`src/rtl/pong_pkg.sv`:
```
// Shared types and constants for the Pong match sequencer.
package pong_pkg;

    localparam int VEL_W   = 4;
    localparam int SCORE_W = 4;

    typedef enum logic [2:0] {
        IDLE  = 3'd0,
        SERVE = 3'd1,
        PLAY  = 3'd2,
        PAUSE = 3'd3,
        END   = 3'd4
    } match_state_e;

    typedef enum logic [1:0] {
        WIN_NONE  = 2'b00,
        WIN_LEFT  = 2'b01,
        WIN_RIGHT = 2'b10
    } winner_e;

    // One velocity step, clamped at the ceiling.
    function automatic logic [VEL_W-1:0] sat_inc(input logic [VEL_W-1:0] v,
                                                 input logic [VEL_W-1:0] vmax);
        return (v >= vmax) ? vmax : v + 1'b1;
    endfunction

endpackage

```
`src/rtl/pong_match_ctrl_if.sv`:
```
// Button/collision inputs and match-control outputs between the sequencer
// (slave) and the game datapath / button front end (master).
interface pong_match_ctrl_if;
    import pong_pkg::*;

    logic                 frame;
    logic                 btn_fire;
    logic                 btn_pause;
    logic                 hit;
    logic                 miss_l;
    logic                 miss_r;
    match_state_e         state;
    logic                 ball_rst;
    logic                 ball_run;
    logic                 serve_dir;
    logic [VEL_W-1:0]     vel_x;
    logic [VEL_W-1:0]     vel_y;
    logic [SCORE_W-1:0]   score_l;
    logic [SCORE_W-1:0]   score_r;
    logic [1:0]           winner;
    logic [7:0]           countdown;

    modport master (
        output frame, btn_fire, btn_pause, hit, miss_l, miss_r,
        input  state, ball_rst, ball_run, serve_dir, vel_x, vel_y,
               score_l, score_r, winner, countdown
    );

    modport slave (
        input  frame, btn_fire, btn_pause, hit, miss_l, miss_r,
        output state, ball_rst, ball_run, serve_dir, vel_x, vel_y,
               score_l, score_r, winner, countdown
    );

endinterface

```
`src/rtl/pong_match_ctrl_btn_edge.sv`:
```
// btn_edge: 2-flop synchronizer for an asynchronous button level followed
// by a rising-edge detector producing a one-cycle pulse.
module btn_edge (
    input  logic clk_pix,
    input  logic rst_pix_n,
    input  logic i_btn,
    output logic o_rise
);

    logic r_sync1;
    logic r_sync2;
    logic r_prev;

    // Synchronize the raw level and remember the previous synced value.
    always_ff @(posedge clk_pix or negedge rst_pix_n) begin
        if (!rst_pix_n) begin
            r_sync1 <= 1'b0;
            r_sync2 <= 1'b0;
            r_prev  <= 1'b0;
        end else begin
            r_sync1 <= i_btn;
            r_sync2 <= r_sync1;
            r_prev  <= r_sync2;
        end
    end

    assign o_rise = r_sync2 & ~r_prev;

endmodule

```
`src/rtl/pong_match_ctrl.sv`:
```
// pong_match_ctrl: Pong match sequencer (state machine, serve countdown,
// scoring, win detection, ball-speed schedule, pause).
// Optional feature macro: PONG_PAUSE_EN enables the pause button and the
// PAUSE state; without it btn_pause is ignored and PAUSE is unreachable.
module pong_match_ctrl
    import pong_pkg::*;
#(
    parameter int WIN         = 5,
    parameter int SERVE_DELAY = 60,
    parameter int SPEEDUP     = 5,
    parameter int VEL0_X      = 9,
    parameter int VEL0_Y      = 5,
    parameter int VMAX_X      = 10,
    parameter int VMAX_Y      = 10
) (
    input  logic              clk_pix,
    input  logic              rst_pix_n,
    pong_match_ctrl_if.slave  bus
);

    localparam logic [VEL_W-1:0]   V0X = VEL_W'(VEL0_X);
    localparam logic [VEL_W-1:0]   V0Y = VEL_W'(VEL0_Y);
    localparam logic [VEL_W-1:0]   VMX = VEL_W'(VMAX_X);
    localparam logic [VEL_W-1:0]   VMY = VEL_W'(VMAX_Y);
    localparam logic [SCORE_W-1:0] WIN_SCORE = SCORE_W'(WIN);
    localparam logic [7:0]         CD_LOAD   = 8'(SERVE_DELAY);
    localparam logic [3:0]         HIT_LAST  = 4'(SPEEDUP - 1);

    logic w_fire_rise;
    logic w_pause_rise;

    btn_edge u_fire (
        .clk_pix   (clk_pix),
        .rst_pix_n (rst_pix_n),
        .i_btn     (bus.btn_fire),
        .o_rise    (w_fire_rise)
    );

`ifdef PONG_PAUSE_EN
    btn_edge u_pause (
        .clk_pix   (clk_pix),
        .rst_pix_n (rst_pix_n),
        .i_btn     (bus.btn_pause),
        .o_rise    (w_pause_rise)
    );
`else
    logic w_unused_pause;
    assign w_unused_pause = bus.btn_pause;
    assign w_pause_rise   = 1'b0;
`endif

    match_state_e       r_state,     w_state_nx;
    logic [7:0]         r_countdown, w_countdown_nx;
    logic [3:0]         r_hits,      w_hits_nx;
    logic [VEL_W-1:0]   r_vel_x,     w_vel_x_nx;
    logic [VEL_W-1:0]   r_vel_y,     w_vel_y_nx;
    logic [SCORE_W-1:0] r_score_l,   w_score_l_nx;
    logic [SCORE_W-1:0] r_score_r,   w_score_r_nx;
    winner_e            r_winner,    w_winner_nx;
    logic               r_serve_dir, w_serve_dir_nx;
    logic               r_ball_rst,  w_ball_rst_nx;
    logic               r_ball_run,  w_ball_run_nx;
    logic               w_miss;
    logic               w_won;

    // Match state and all registered outputs.
    always_ff @(posedge clk_pix or negedge rst_pix_n) begin
        if (!rst_pix_n) begin
            r_state     <= IDLE;
            r_countdown <= '0;
            r_hits      <= '0;
            r_vel_x     <= V0X;
            r_vel_y     <= V0Y;
            r_score_l   <= '0;
            r_score_r   <= '0;
            r_winner    <= WIN_NONE;
            r_serve_dir <= 1'b1;
            r_ball_rst  <= 1'b1;
            r_ball_run  <= 1'b0;
        end else begin
            r_state     <= w_state_nx;
            r_countdown <= w_countdown_nx;
            r_hits      <= w_hits_nx;
            r_vel_x     <= w_vel_x_nx;
            r_vel_y     <= w_vel_y_nx;
            r_score_l   <= w_score_l_nx;
            r_score_r   <= w_score_r_nx;
            r_winner    <= w_winner_nx;
            r_serve_dir <= w_serve_dir_nx;
            r_ball_rst  <= w_ball_rst_nx;
            r_ball_run  <= w_ball_run_nx;
        end
    end

    // Next-state and next-output logic; misses outrank hits and pause.
    always_comb begin
        w_state_nx     = r_state;
        w_countdown_nx = r_countdown;
        w_hits_nx      = r_hits;
        w_vel_x_nx     = r_vel_x;
        w_vel_y_nx     = r_vel_y;
        w_score_l_nx   = r_score_l;
        w_score_r_nx   = r_score_r;
        w_winner_nx    = r_winner;
        w_serve_dir_nx = r_serve_dir;
        w_miss         = bus.miss_r | bus.miss_l;
        w_won          = 1'b0;

        case (r_state)
            IDLE: begin
                w_score_l_nx   = '0;
                w_score_r_nx   = '0;
                w_winner_nx    = WIN_NONE;
                w_vel_x_nx     = V0X;
                w_vel_y_nx     = V0Y;
                w_serve_dir_nx = 1'b1;
                w_countdown_nx = '0;
                if (w_fire_rise) begin
                    w_state_nx     = SERVE;
                    w_countdown_nx = CD_LOAD;
                    w_hits_nx      = '0;
                end
            end
            SERVE: begin
                if (bus.frame) begin
                    if (r_countdown == 8'd1) begin
                        w_state_nx     = PLAY;
                        w_countdown_nx = '0;
                    end else begin
                        w_countdown_nx = r_countdown - 8'd1;
                    end
                end
            end
            PLAY: begin
                if (w_miss) begin
                    // miss_r wins a simultaneous pair; the other is dropped
                    if (bus.miss_r) begin
                        w_score_l_nx   = r_score_l + 1'b1;
                        w_serve_dir_nx = 1'b1;
                        w_won          = (w_score_l_nx == WIN_SCORE);
                    end else begin
                        w_score_r_nx   = r_score_r + 1'b1;
                        w_serve_dir_nx = 1'b0;
                        w_won          = (w_score_r_nx == WIN_SCORE);
                    end
                    if (w_won) begin
                        w_state_nx  = END;
                        w_winner_nx = bus.miss_r ? WIN_LEFT : WIN_RIGHT;
                    end else begin
                        w_state_nx     = SERVE;
                        w_countdown_nx = CD_LOAD;
                        w_vel_x_nx     = V0X;
                        w_vel_y_nx     = V0Y;
                        w_hits_nx      = '0;
                    end
                end else begin
                    if (w_pause_rise)
                        w_state_nx = PAUSE;
                    if (bus.hit) begin
                        if (r_hits == HIT_LAST) begin
                            w_hits_nx  = '0;
                            w_vel_x_nx = sat_inc(r_vel_x, VMX);
                            w_vel_y_nx = sat_inc(r_vel_y, VMY);
                        end else begin
                            w_hits_nx = r_hits + 4'd1;
                        end
                    end
                end
            end
            PAUSE: begin
                if (w_pause_rise)
                    w_state_nx = PLAY;
            end
            END: begin
                if (w_fire_rise) begin
                    w_state_nx     = IDLE;
                    w_score_l_nx   = '0;
                    w_score_r_nx   = '0;
                    w_winner_nx    = WIN_NONE;
                    w_vel_x_nx     = V0X;
                    w_vel_y_nx     = V0Y;
                    w_serve_dir_nx = 1'b1;
                end
            end
            default: w_state_nx = IDLE;
        endcase

        // Ball controls follow the state being entered so they stay aligned.
        w_ball_rst_nx = (w_state_nx == IDLE) || (w_state_nx == SERVE) ||
                        (w_state_nx == END);
        w_ball_run_nx = (w_state_nx == PLAY);
    end

    assign bus.state     = r_state;
    assign bus.countdown = r_countdown;
    assign bus.vel_x     = r_vel_x;
    assign bus.vel_y     = r_vel_y;
    assign bus.score_l   = r_score_l;
    assign bus.score_r   = r_score_r;
    assign bus.winner    = r_winner;
    assign bus.serve_dir = r_serve_dir;
    assign bus.ball_rst  = r_ball_rst;
    assign bus.ball_run  = r_ball_run;

endmodule
```
`src/flat_wrapper.sv`:
```
// flat-port wrapper written by rule: the top's interface ports become plain ports
module pong_match_ctrl_flat import pong_pkg::*;
#(
    parameter int WIN         = 5,
    parameter int SERVE_DELAY = 60,
    parameter int SPEEDUP     = 5,
    parameter int VEL0_X      = 9,
    parameter int VEL0_Y      = 5,
    parameter int VMAX_X      = 10,
    parameter int VMAX_Y      = 10
)
  (clk_pix, rst_pix_n, bus_frame, bus_btn_fire, bus_btn_pause, bus_hit, bus_miss_l, bus_miss_r, bus_state, bus_ball_rst, bus_ball_run, bus_serve_dir, bus_vel_x, bus_vel_y, bus_score_l, bus_score_r, bus_winner, bus_countdown);
  pong_match_ctrl_if bus_i ();
  input  logic clk_pix;
  input  logic rst_pix_n;
  input wire logic [$bits(bus_i.frame)-1:0] bus_frame;
  input wire logic [$bits(bus_i.btn_fire)-1:0] bus_btn_fire;
  input wire logic [$bits(bus_i.btn_pause)-1:0] bus_btn_pause;
  input wire logic [$bits(bus_i.hit)-1:0] bus_hit;
  input wire logic [$bits(bus_i.miss_l)-1:0] bus_miss_l;
  input wire logic [$bits(bus_i.miss_r)-1:0] bus_miss_r;
  output wire logic [$bits(bus_i.state)-1:0] bus_state;
  output wire logic [$bits(bus_i.ball_rst)-1:0] bus_ball_rst;
  output wire logic [$bits(bus_i.ball_run)-1:0] bus_ball_run;
  output wire logic [$bits(bus_i.serve_dir)-1:0] bus_serve_dir;
  output wire logic [$bits(bus_i.vel_x)-1:0] bus_vel_x;
  output wire logic [$bits(bus_i.vel_y)-1:0] bus_vel_y;
  output wire logic [$bits(bus_i.score_l)-1:0] bus_score_l;
  output wire logic [$bits(bus_i.score_r)-1:0] bus_score_r;
  output wire logic [$bits(bus_i.winner)-1:0] bus_winner;
  output wire logic [$bits(bus_i.countdown)-1:0] bus_countdown;
  assign bus_i.frame = bus_frame;
  assign bus_i.btn_fire = bus_btn_fire;
  assign bus_i.btn_pause = bus_btn_pause;
  assign bus_i.hit = bus_hit;
  assign bus_i.miss_l = bus_miss_l;
  assign bus_i.miss_r = bus_miss_r;
  assign bus_state = bus_i.state;
  assign bus_ball_rst = bus_i.ball_rst;
  assign bus_ball_run = bus_i.ball_run;
  assign bus_serve_dir = bus_i.serve_dir;
  assign bus_vel_x = bus_i.vel_x;
  assign bus_vel_y = bus_i.vel_y;
  assign bus_score_l = bus_i.score_l;
  assign bus_score_r = bus_i.score_r;
  assign bus_winner = bus_i.winner;
  assign bus_countdown = bus_i.countdown;
  pong_match_ctrl #(.WIN(WIN), .SERVE_DELAY(SERVE_DELAY), .SPEEDUP(SPEEDUP), .VEL0_X(VEL0_X), .VEL0_Y(VEL0_Y), .VMAX_X(VMAX_X), .VMAX_Y(VMAX_Y)) u_core (.clk_pix(clk_pix), .rst_pix_n(rst_pix_n), .bus(bus_i));
endmodule
```
`config.mk`:
```
export PLATFORM = sky130hd
export DESIGN_NAME = pong_match_ctrl_flat
export DESIGN_NICKNAME = d
export VERILOG_FILES = /design/src/rtl/pong_pkg.sv /design/src/rtl/pong_match_ctrl_if.sv /design/src/rtl/pong_match_ctrl_btn_edge.sv /design/src/rtl/pong_match_ctrl.sv /design/src/flat_wrapper.sv
export SDC_FILE = /design/constraint.sdc
export NUM_CORES = 1
export LEC_CHECK = 0
export BUFFER_PORTS_ARGS = -buffer_cell sky130_fd_sc_hd__buf_2
export CELL_PAD_IN_SITES_DETAIL_PLACEMENT = 1
export CELL_PAD_IN_SITES_GLOBAL_PLACEMENT = 2
export CORE_ASPECT_RATIO = 0.9
export CORE_MARGIN = 4
export CORE_UTILIZATION = 25
export DETAILED_ROUTE_END_ITERATION = 8
export GPL_TIMING_DRIVEN = 0
export MAX_ROUTING_LAYER = met4
export PLACE_DENSITY = 0.68
export SYNTH_ARGS = -nofsm -noshare
export SYNTH_HDL_FRONTEND = slang
export SYNTH_SLANG_ARGS = --single-unit
```
`constraint.sdc`:
```
create_clock -name clk_pix -period 2.4 [get_ports clk_pix]
set_clock_uncertainty 0.05 [all_clocks]
set_input_delay 0.12 -clock clk_pix [delete_from_list [all_inputs] [get_ports clk_pix]]
set_output_delay 0.12 -clock clk_pix [all_outputs]
set_load 0.005 [all_outputs]
```
==> impl_metrics.csv, run 1 <==
group,metric,value,unit
run_status,run_status,"complete, no violations",
detailed_routing,vias,1946,
yosys,yosysTopAreaCell,"dfrtp_1",
global_routing,grt-ovfl-total,0,
sta,rsz0062_at_grt,"false",
sta,final.period_utilization,0.961,
power_and_ir_drop,p_sw,510,uW
yosys,synth-xor-area-share,0.00793,
detailed_routing,drt_iter0_drc,57,
die,die_w,107,um
sta,maxSlewHeadroom,0.399,
yosys,synth_ff_type,"dfrtp_1",
finish,fin_area,0.00270,mm^2
finish,final_util,0.314,
yosys,synthMostInstantiatedCell,"dfrtp_1",
yosys,synthMuxAreaShare,0.0294,
power_and_ir_drop,p_leak,0.00120,uW
clocking,numCtsBuffers,5,
setup_path,path_cells,"ha_1 -> nor4_2 -> nand2_2 -> a21oi_4 -> or2_2 -> clkbuf_2 -> mux2_2",
run,maxCapViolations,0,
die,rows,32,
finish,multi_input_area,0.00116,mm^2
setup_path,cp-start-kind,"flop",
yosys,synth_common_cells,"33 x dfrtp_1, 22 x o21ai_0, 17 x nand2_1",
detailed_routing,dr.pass1.iters,4,
power_and_ir_drop,p_int,1090,uW
finish,seq_area,983,um^2
finish,layout-drive-gt1-share,0.287,
clocking,cts.clk_slew.worst_paths,0.08,ns
sta,slew_viol_final,0,
die,ios,40,
power_and_ir_drop,power_frac_seq,0.504,
setup_path,crit_path_max_incr_delay,0.45,ns
power_and_ir_drop,share_clk_of_total_power,0.276,
clocking,clk_latency,0.29,ns
sta,fmaxAchievable,0.434,GHz
yosys,synth-edff-count,0,
global_routing,grt_max_degree,40,
clocking,tritoncts,"done",
setup_path,path_buf_inv,1,
finish,final_cells,398,
finish,nNetsFinal,296,
sta,setup_violations,0,
placed_design,place_ws,-0.174,ns
yosys,synth_area_leaders,"dfrtp_1 37%, dfstp_2 7.1%, ha_1 5.7%, o21ai_0 5.0%, o31ai_1 4.8%",
yosys,ys_seq_elements,39,
power_and_ir_drop,switching_share,0.318,
finish,antenna_cells,0,
yosys,ys_seq_area_frac,0.445,
setup_path,cp_max_fo,8,
yosys,synth_compound_area_frac,0.238,
finish,area_growth,22.3,%
power_and_ir_drop,p_comb_frac,0.221,
yosys,synthesis.nets,248,
detailed_routing,drcViolationCount,0,
placed_design,post-place-cells,387,
min_path,hold_path.class,"in2reg",
yosys,synth_top_area_frac,0.374,
clocking,h-tree-depth,2,
placed_design,portBuffers,38,
setup_path,end_kind,"flop",
setup_path,slowest_stage,"dfrtp_1",
yosys,synth_fa_ha_area_frac,0.0566,
detailed_routing,routed_via_density,4.89,
power_and_ir_drop,ir_drop,0.194,mV
die,coreArea,0.00861,mm^2
global_routing,grt_pass1_wl,9.85,mm
sta,setup_tns,0,ns
finish,fillCellCount,1007,
placed_design,place_area,0.00255,mm^2
setup_path,critPathTopFamily,"simple AND/OR/NAND/NOR gates",
yosys,ys_warn_count,0,
yosys,ys_types,52,
placed_design,dp_hpwl,4.30,mm
yosys,synth-async-reset-ratio,1.00,
detailed_routing,final_antenna_net_count,0,
die,die_y,97.2,um
setup_path,critPathKind,"reg2reg",
setup_path,critPathArrivalTime,2.44,ns
clocking,clock_sink_count,39,
die,dieArea,0.0104,mm^2
yosys,synth.cell_area,0.00221,mm^2
global_routing,grt_use_total,0.120,
yosys,synthCells,230,
clocking,clk_path_buf_depth,2,
yosys,synth_top_family_by_area,"compound AO/OA/AOI/OAI gates",
power_and_ir_drop,powerDensity,593,mW/mm^2
die,start_util,0.257,
setup_path,crit_required,2.54,ns
global_routing,grt_antenna_before_repair,0,
placed_design,place_congestion,0.745,
sta,finalHoldViolCount,0,
sta,worst_pin_slew,0.901,ns
detailed_routing,drt-total-wl,5.99,mm
sta,setup_ws,0.0943,ns
yosys,syn-mean-instance-area,9.61,um^2
sta,fin_crit,2.31,ns
detailed_routing,wl_per_cell,15.0,um
clocking,cts-root-buf,"clkbuf_8",
global_routing,grt_pass1_vias,1951,
yosys,synth-simple-area-share,0.172,
worst register-to-register path, stage by stage, from the launching register on:
cell,delay [ns]
dfrtp_1,0.45
ha_1,0.35
nor4_2,0.30
nand2_2,0.17
a21oi_4,0.18
or2_2,0.12
clkbuf_2,0.21
mux2_2,0.36
cell usage in the layout (no fill, tap or decap), types with 3 or more instances in the layout:
cell / count
a21o_1: 5
a21oi_1: 14
a31oi_1: 8
buf_2: 40
clkbuf_1: 5
clkbuf_8: 6
dfrtp_1: 33
dfstp_2: 6
ha_1: 10
inv_1: 13
mux2_2: 4
nand2_1: 15
nand3_1: 8
nor2_1: 12
nor2b_1: 3
nor3_1: 4
o21ai_0: 22
o22ai_1: 3
o31ai_1: 14
state kept, by name, indices dropped and copies added (netlist names), 2 cells and up:
| signal | flops |
|---|---|
| u_core.bus.vel_x | 4 |
| u_core.bus.countdown | 8 |
| u_core.bus.winner | 2 |
| u_core.bus.vel_y | 4 |
| u_core.r_hits | 4 |
| u_core.bus.score_l | 4 |
| u_core.bus.state | 3 |
| u_core.bus.score_r | 4 |
kinds of logic (layout without fill, tap and decap cells):
kind of cell | count (synthesis) | after routing
buf+inv | 22 | 71
flops | 39 | 39
compound gates | 80 | 80
fa+ha+maj | 10 | 10
simple gates | 71 | 71
xor+xnor | 2 | 2
mux | 6 | 6
area by class of cell:
cell class,count,area share
Clock buffer,8,0.0296
Buffer,9,0.0236
Sequential cell,39,0.364
Multi-Input combinational cell,169,0.429
Timing Repair Buffer,41,0.0806
Inverter,13,0.0181
Tap cell,119,0.0551
power groups by stage:
stage	Clock [uW]	Combinational, uW	Sequential, uW
4_1_cts	456	358	803
5_1_grt	483	396	824
6_report	441	353	807
3_5_place_dp	0	354	815
3_3_place_gp	0	347	813
2_1_floorplan	0	202	808
metrics by stage:
step	hold WS, ns	total power, uW
4_1_cts	0.0599	1620
5_1_grt	0.0792	1700
2_1_floorplan	-0.226	1010
3_3_place_gp	0.181	1160
3_5_place_dp	0.181	1170
6_report	0.0639	1600
layer usage:
layer,track usage,part of all wire,up-vias
li1,-,-,945
met1,0.160,0.50,967
met2,0.182,0.46,27
met3,0.0246,0.026,7
met4,0.0393,0.018,0
met5,-,0,-
what timing repair did:
item | in CTS | in global routing
setup endpoints to repair | 1 | 15
hold endpoints to repair | 34 | 0
resized for setup | 1 | 8
pin swaps | 1 | 1
hold buffers | 2 | 0
setup buffers | 1 | 0
worst paths after layout:
path / startpoint / end / slack [ns] / cells past startpoint
worst max-delay path: u_core.bus.score_r[0]$_DFFE_PN0P_ / u_core.bus.countdown[0]$_DFFE_PN0P_ / 0.09 / 7
worst min-delay path: bus_frame / u_core.bus.ball_run$_DFF_PN0_ / 0.06 / 3
worst max register to register: u_core.bus.score_r[0]$_DFFE_PN0P_ / u_core.bus.countdown[0]$_DFFE_PN0P_ / 0.09 / 7
worst min register to register: u_core.u_fire.r_sync1$_DFF_PN0_ / u_core.u_fire.r_sync2$_DFF_PN0_ / 0.31 / 0
max in group asynchronous: rst_pix_n / u_core.bus.state[2]$_DFF_PN0_ / 1.29 / 2
min in group asynchronous: rst_pix_n / u_core.bus.countdown[7]$_DFFE_PN0P_ / 0.44 / 2
Note: power is estimated with default switching activity, not from simulation.
==> inputs of run 2 (changes only) <==
- ABC_AREA: not set -> 1
- BUFFER_PORTS_ARGS: -buffer_cell sky130_fd_sc_hd__buf_2 -> not set
- DONT_BUFFER_PORTS: not set -> 1
- GPL_TIMING_DRIVEN: 0 -> not set
- PLACE_DENSITY: 0.68 -> 0.64
==> run 2 against run 1 <==
  * Worst setup slack better by 0.32 ns
  * Combinational power grew to 2.6 times the previous value
  * Clock power rose by 6.6%
  * Largest cell class unchanged
==> impl_metrics.csv, run 2 <==
group,metric,value,unit
yosys,synth-async-reset-ratio,1.00,
clocking,clk_path_buf_depth,2,
die,dieArea,0.0111,mm^2
setup_path,path_cells,"ha_1 -> inv_1 -> nand3_1 -> nor2_1 -> nand2_1 -> nand2_1 -> nand3_2 -> nand3_4 -> nand2_1 -> nand2_1",
setup_path,r2r_slack,0.41,ns
setup_path,crit-reg2reg-launch,"u_core.bus.score_l[0]$_DFFE_PN0P_",
detailed_routing,final_antenna_net_count,0,
finish,layout-drive-gt1-share,0.173,
sta,finalHoldViolCount,0,
sta,setup_violations,0,
yosys,synth.cell_area,0.00236,mm^2
min_path,hold_path.class,"in2reg",
yosys,synth_area_leaders,"dfrtp_1 35%, nand2_1 13%, dfstp_2 6.7%, inv_1 5.4%, ha_1 5.3%",
finish,antenna_cells,0,
yosys,synthesis.nets,306,
clocking,h-tree-depth,2,
detailed_routing,routed_via_density,4.49,
clocking,clock_sink_count,39,
global_routing,grt-ovfl-total,0,
clocking,cts-root-buf,"clkbuf_8",
die,start_util,0.257,
yosys,synth_top_area_frac,0.350,
finish,final_common_cell,"nand2_1",
finish,area_growth,13.3,%
detailed_routing,dr.pass1.iters,4,
placed_design,place_congestion,0.758,
sta,maxSlewHeadroom,0.762,
setup_path,critPathKind,"reg2reg",
detailed_routing,vias,1901,
min_path,hold_depth,3,
min_path,hold_path.startpoint,"bus_frame",
detailed_routing,drt-total-wl,6.11,mm
yosys,ys_types,32,
finish,mostFrequentLayoutCells,"80 x nand2_1, 34 x inv_1, 33 x dfrtp_1",
die,rows,33,
setup_path,crit_top_cell,"nand2_1",
detailed_routing,wl_per_cell,14.5,um
sta,final.period_utilization,0.829,
min_path,min_to,"u_core.bus.state[0]$_DFF_PN0_",
sta,setup_tns,0,ns
sta,setup_ws,0.409,ns
placed_design,dp_hpwl,4.48,mm
clocking,post_cts_buffers,0,
clocking,tritoncts,"done",
finish,largest_reg_flops,8,
yosys,synth_common_cells,"80 x nand2_1, 34 x inv_1, 33 x dfrtp_1",
global_routing,grt_pass1_vias,2029,
clocking,clk_latency,0.30,ns
run_status,run_status,"complete, no violations",
finish,nNetsFinal,318,
die,ios,40,
detailed_routing,drt_iter0_drc,63,
global_routing,grt_antenna_before_repair,0,
setup_path,cp-start-kind,"flop",
sta,slew_viol_final,0,
clocking,cts_resized,0,
setup_path,cp_max_fo,11,
die,coreArea,0.00917,mm^2
yosys,synthCells,288,
placed_design,place_ws,0.368,ns
global_routing,grt_max_degree,40,
power_and_ir_drop,ir_drop,0.256,mV
setup_path,critPathArrivalTime,2.19,ns
detailed_routing,drcViolationCount,0,
global_routing,grt_pass1_wl,10.6,mm
setup_path,end_kind,"flop",
placed_design,portBuffers,0,
die,die_y,100,um
power_and_ir_drop,powerDensity,900,mW/mm^2
sta,worst_pin_slew,0.357,ns
power_and_ir_drop,p_leak,0.00130,uW
setup_path,crit_path_max_incr_delay,0.47,ns
sta,fin_crit,1.99,ns
yosys,ys_seq_elements,39,
global_routing,grt_use_total,0.126,
yosys,yosysTopAreaCell,"dfrtp_1",
yosys,synthMostInstantiatedCell,"nand2_1",
yosys,ys_warn_count,0,
setup_path,slowest_stage,"dfrtp_1",
yosys,synth_ff_type,"dfrtp_1",
yosys,synth-edff-count,0,
clocking,cts.clk_slew.worst_paths,0.09,ns
run,maxCapViolations,0,
sta,rsz0062_at_grt,"false",
setup_path,crit_required,2.60,ns
die,die_w,110,um
setup_path,reg2reg_to,"u_core.bus.vel_y[2]$_DFFE_PN1P_",
sta,fmaxAchievable,0.502,GHz
yosys,ys_seq_area_frac,0.417,
yosys,syn-mean-instance-area,8.19,um^2
setup_path,ff2ff_path_depth,10,
clocking,numCtsBuffers,5,
==> run 2: changes by cell type after synthesis, sizes merged, moves of 4 or more <==
| cell | change |
|---|---|
| nand2 | +71 |
| inv | +28 |
| nand4 | +14 |
| o31ai | -14 |
| nand3 | +12 |
| nor2 | +11 |
| a21oi | -8 |
| a31oi | -8 |
| a21o | -5 |
| clkbuf | -5 |
| xor2 | +5 |
| mux2 | -4 |
==> run 2: through the flow <==
stage | instance area [um^2] | utilization | power, uW | std cells | hold slack, ns
floorplan | 2360 | - | 1730 | 288 | -0.226
global placement | 2490 | 0.272 | 1930 | 408 | -0.224
detailed placement | 2490 | 0.272 | 1940 | 408 | -0.224
CTS | 2670 | 0.291 | 2470 | 423 | 0.0760
global route | 2670 | 0.291 | 2670 | 423 | 0.0843
finish | 2670 | 0.291 | 2400 | 423 | 0.0787
==> run 2: worst max path at each step <==
stage | slack [ns] | startpoint | endpoint | depth (start not counted)
after floorplan | 0.74 | u_core.bus.score_l[0]$_DFFE_PN0P_ | u_core.r_hits[2]$_DFFE_PN0P_ | 11
after global placement | 0.39 | u_core.bus.score_r[0]$_DFFE_PN0P_ | u_core.bus.vel_x[3]$_DFFE_PN1P_ | 10
after detailed placement | 0.37 | u_core.bus.score_r[0]$_DFFE_PN0P_ | u_core.bus.vel_x[0]$_DFFE_PN1P_ | 10
after CTS | 0.35 | u_core.bus.score_r[0]$_DFFE_PN0P_ | u_core.bus.vel_y[2]$_DFFE_PN1P_ | 10
after global routing | 0.18 | u_core.bus.score_r[0]$_DFFE_PN0P_ | u_core.bus.vel_y[2]$_DFFE_PN1P_ | 10
final | 0.41 | u_core.bus.score_l[0]$_DFFE_PN0P_ | u_core.bus.vel_y[2]$_DFFE_PN1P_ | 10
==> run 2: cells by family (layout without fill, tap and decap cells) <==
kind of cell               after synthesis  count (layout)  share of synthesized area
buffers and inverters                   44              57                     0.0775
DFF                                     39              39                      0.417
xor gates and xnor gates                 7               7                     0.0260
AOI/OAI and AO/OA                       33              33                     0.0859
muxes                                    1               1                    0.00424
adders and majority gates               10              10                     0.0531
and+or+nand+nor                        154             154                      0.336
==> run 2: repair_timing <==
action                                 CTS  global route
setup endpoints to repair                0             0
endpoints found under the hold margin   46             0
hold buffers                             7             0
==> run 2: cell type report <==
cell class                 instances  area (um^2)
multi-input combinational        205         1190
timing repair buffer               8         95.1
clock inverter                     3         20.0
sequential                        39          983
tap                              122          153
fill                            1126         6490
clock buffer                       5         68.8
inverter                          41          159
==> run 2: critical path, delay by kind of cell, from the launching register on <==
kind	cells	cell delay [ns]
simple gates	8	1.01
flops	1	0.47
fa+ha+maj	1	0.32
buf+inv	1	0.07
==> run 2: layer usage <==
| metal | part of all wire | track usage | routed length, um |
|---|---|---|---|
| met3 | 0.057 | 0.0379 | 347 |
| met5 | 0 | - | 0 |
| met1 | 0.48 | 0.160 | 2920 |
| met2 | 0.45 | 0.192 | 2760 |
| met4 | 0.014 | 0.0398 | 88 |
==> run 2: where the power goes <==
part           switching, uW  internal (uW)  leakage, uW
Clock                    267            203    0.0000402
Sequential               196            836     0.000503
Combinational            576            325     0.000754
Total                   1040           1360      0.00130
==> inputs of run 3 (changes only) <==
- PLACE_DENSITY: 0.64 -> 0.66
- clock period: 2.4 -> 1.7 ns (I/O delays scaled with it)
==> run 3 against run 2 <==
  * Cell area grew 9.8%
  * The run now ends with negative setup slack left
  * Global-route usage is 0.16 points higher
  * Non-clock buffer count up 17
  * Worst setup slack worse by 0.41 ns
  * Cell count increased by 4.0%
  * Sequential power grew 38%
  * Largest power group is now combinational logic
  * Largest cell class unchanged
  * Flip-flop and latch count unchanged
  * Worst hold slack got worse by 0.036 ns
  * Critical endpoint is now u_core.r_hits[3]$_DFFE_PN0P_
  * Total power rose by 58%
==> impl_metrics.csv, run 3 (same netlist as run 2, synthesis figures left out) <==
group,metric,value,unit
run_status,run_status,"finished, violations left",
run_status,violations,"negative setup slack",
placed_design,portBuffers,0,
finish,area_growth,24.4,%
finish,mostFrequentLayoutCells,"73 x nand2_1, 32 x inv_1, 32 x dfrtp_1",
finish,antenna_cells,0,
min_path,hold_path.startpoint,"bus_miss_l",
placed_design,dp_hpwl,4.76,mm
setup_path,crit_top_cell,"nand2_2",
finish,final_common_cell,"nand2_1",
clocking,clk_path_buf_depth,2,
die,start_util,0.257,
finish,nNetsFinal,335,
power_and_ir_drop,p_leak,0.00144,uW
sta,finalHoldViolCount,0,
setup_path,cp_max_fo,8,
clocking,clk_latency,0.29,ns
sta,final.period_utilization,1.00,
finish,layout-drive-gt1-share,0.267,
setup_path,critPathKind,"reg2reg",
detailed_routing,wl_per_cell,14.6,um
die,die_y,100,um
die,rows,33,
finish,fillCellCount,1113,
detailed_routing,drt-total-wl,6.44,mm
clocking,cts.clk_slew.worst_paths,0.08,ns
finish,final_util,0.320,
power_and_ir_drop,ir_drop,0.404,mV
global_routing,grt_use_total,0.127,
sta,maxSlewHeadroom,0.759,
setup_path,crit_path_start,"u_core.bus.score_l[1]$_DFFE_PN0P_",
min_path,hold_path.class,"in2reg",
setup_path,end_kind,"flop",
setup_path,crit-reg2reg-launch,"u_core.bus.score_l[1]$_DFFE_PN0P_",
clocking,numCtsBuffers,5,
sta,slew_viol_final,0,
detailed_routing,dr.pass1.iters,4,
global_routing,grt_pass1_vias,2103,
detailed_routing,final_antenna_net_count,0,
global_routing,grt_antenna_before_repair,0,
sta,fin_crit,1.70,ns
clocking,h-tree-depth,2,
global_routing,grt_pass1_wl,10.8,mm
clocking,cts-root-buf,"clkbuf_8",
global_routing,grt-ovfl-total,0,
sta,worst_pin_slew,0.359,ns
detailed_routing,vias,1961,
clocking,tritoncts,"done",
sta,rsz0062_at_grt,"true",
die,dieArea,0.0111,mm^2
sta,setup_ws,-0.00490,ns
setup_path,crit_required,1.87,ns
detailed_routing,routed_via_density,4.46,
global_routing,grt_max_degree,40,
sta,fmaxAchievable,0.587,GHz
run,maxCapViolations,0,
power_and_ir_drop,powerDensity,1300,mW/mm^2
setup_path,critPathArrivalTime,1.88,ns
detailed_routing,drt_iter0_drc,69,
placed_design,place_ws,-0.0293,ns
sta,setup_violations,1,
clocking,clock_sink_count,39,
finish,largest_reg_flops,8,
detailed_routing,drcViolationCount,0,
setup_path,slowest_stage,"dfrtp_1",
setup_path,cp-start-kind,"flop",
placed_design,place_congestion,0.738,
die,die_w,110,um
die,coreArea,0.00917,mm^2
die,ios,40,
finish,fin_area,0.00293,mm^2
setup_path,crit_path_max_incr_delay,0.40,ns
placed_design,place_area,0.00263,mm^2
setup_path,path_cells,"ha_1 -> inv_2 -> nand3_2 -> nor2_2 -> nand2_2 -> nand2_4 -> nand3_4 -> buf_12 -> nand2_8 -> nand2_2 -> o21ai_2",
## run 3: final timing paths
kind	to	slack, ns	depth (start not counted)
worst max-delay path	u_core.r_hits[3]$_DFFE_PN0P_	-0.005	11
worst min-delay path	u_core.bus.vel_x[2]$_DFFE_PN0P_	0.04	5
worst max register to register	u_core.r_hits[3]$_DFFE_PN0P_	-0.005	11
worst min register to register	u_core.u_fire.r_sync2$_DFF_PN0_	0.30	0
max in group asynchronous	u_core.bus.ball_rst$_DFF_PN1_	1.11	2
min in group asynchronous	u_core.bus.vel_y[1]$_DFFE_PN0P_	0.23	2
## run 3: routing by layer
metal / track usage / up-vias / routed length (um)
met3: 0.0341 / 4 / 308
met1: 0.167 / 940 / 3060
met5: - / - / 0
met2: 0.196 / 30 / 3020
met4: 0.0313 / 0 / 55
li1: - / 987 / -
## run 3: final cells by class
class                   count  area (um^2)  share of cell area
multi-input cells         205         1250               0.427
inverters                  41          159              0.0542
clock buffers               6         82.6              0.0281
well taps                 122          153              0.0520
repair buffers             25          267              0.0908
clock inverters             2         35.0              0.0119
flip-flops and latches     39          985               0.336
## run 3: power breakdown
group | leakage, uW | switching, uW | internal (uW)
Sequential | 0.000501 | 236 | 1180
Clock | 0.0000612 | 350 | 476
Combinational | 0.000873 | 927 | 630
Total | 0.00144 | 1510 | 2290
## run 3: worst max-delay path: cells and delay by family, from the launching register on
family | cells | cell delay [ns]
DFF | 1 | 0.40
adders and majority gates | 1 | 0.30
and+or+nand+nor | 7 | 0.59
AOI/OAI and AO/OA | 1 | 0.05
buffers and inverters | 2 | 0.25
## run 3: through the flow
stage	total power, uW	setup TNS, ns	hold slack [ns]	instances
floorplan	2440	0	-0.261	288
global placement	2880	0	-0.259	423
detailed placement	2910	-0.249	-0.259	423
CTS	3830	-0.0573	0.0359	437
global route	4190	-1.82	0.0634	440
finish	3800	-0.00490	0.0427	440
## run 3: what timing repair did
item,CTS,global route
pin swaps,3,11
resized for setup,4,17
endpoints found under the hold margin,46,0
buffers inserted,0,2
endpoints found under the setup margin,20,24
hold buffers,6,0
cloned,0,1
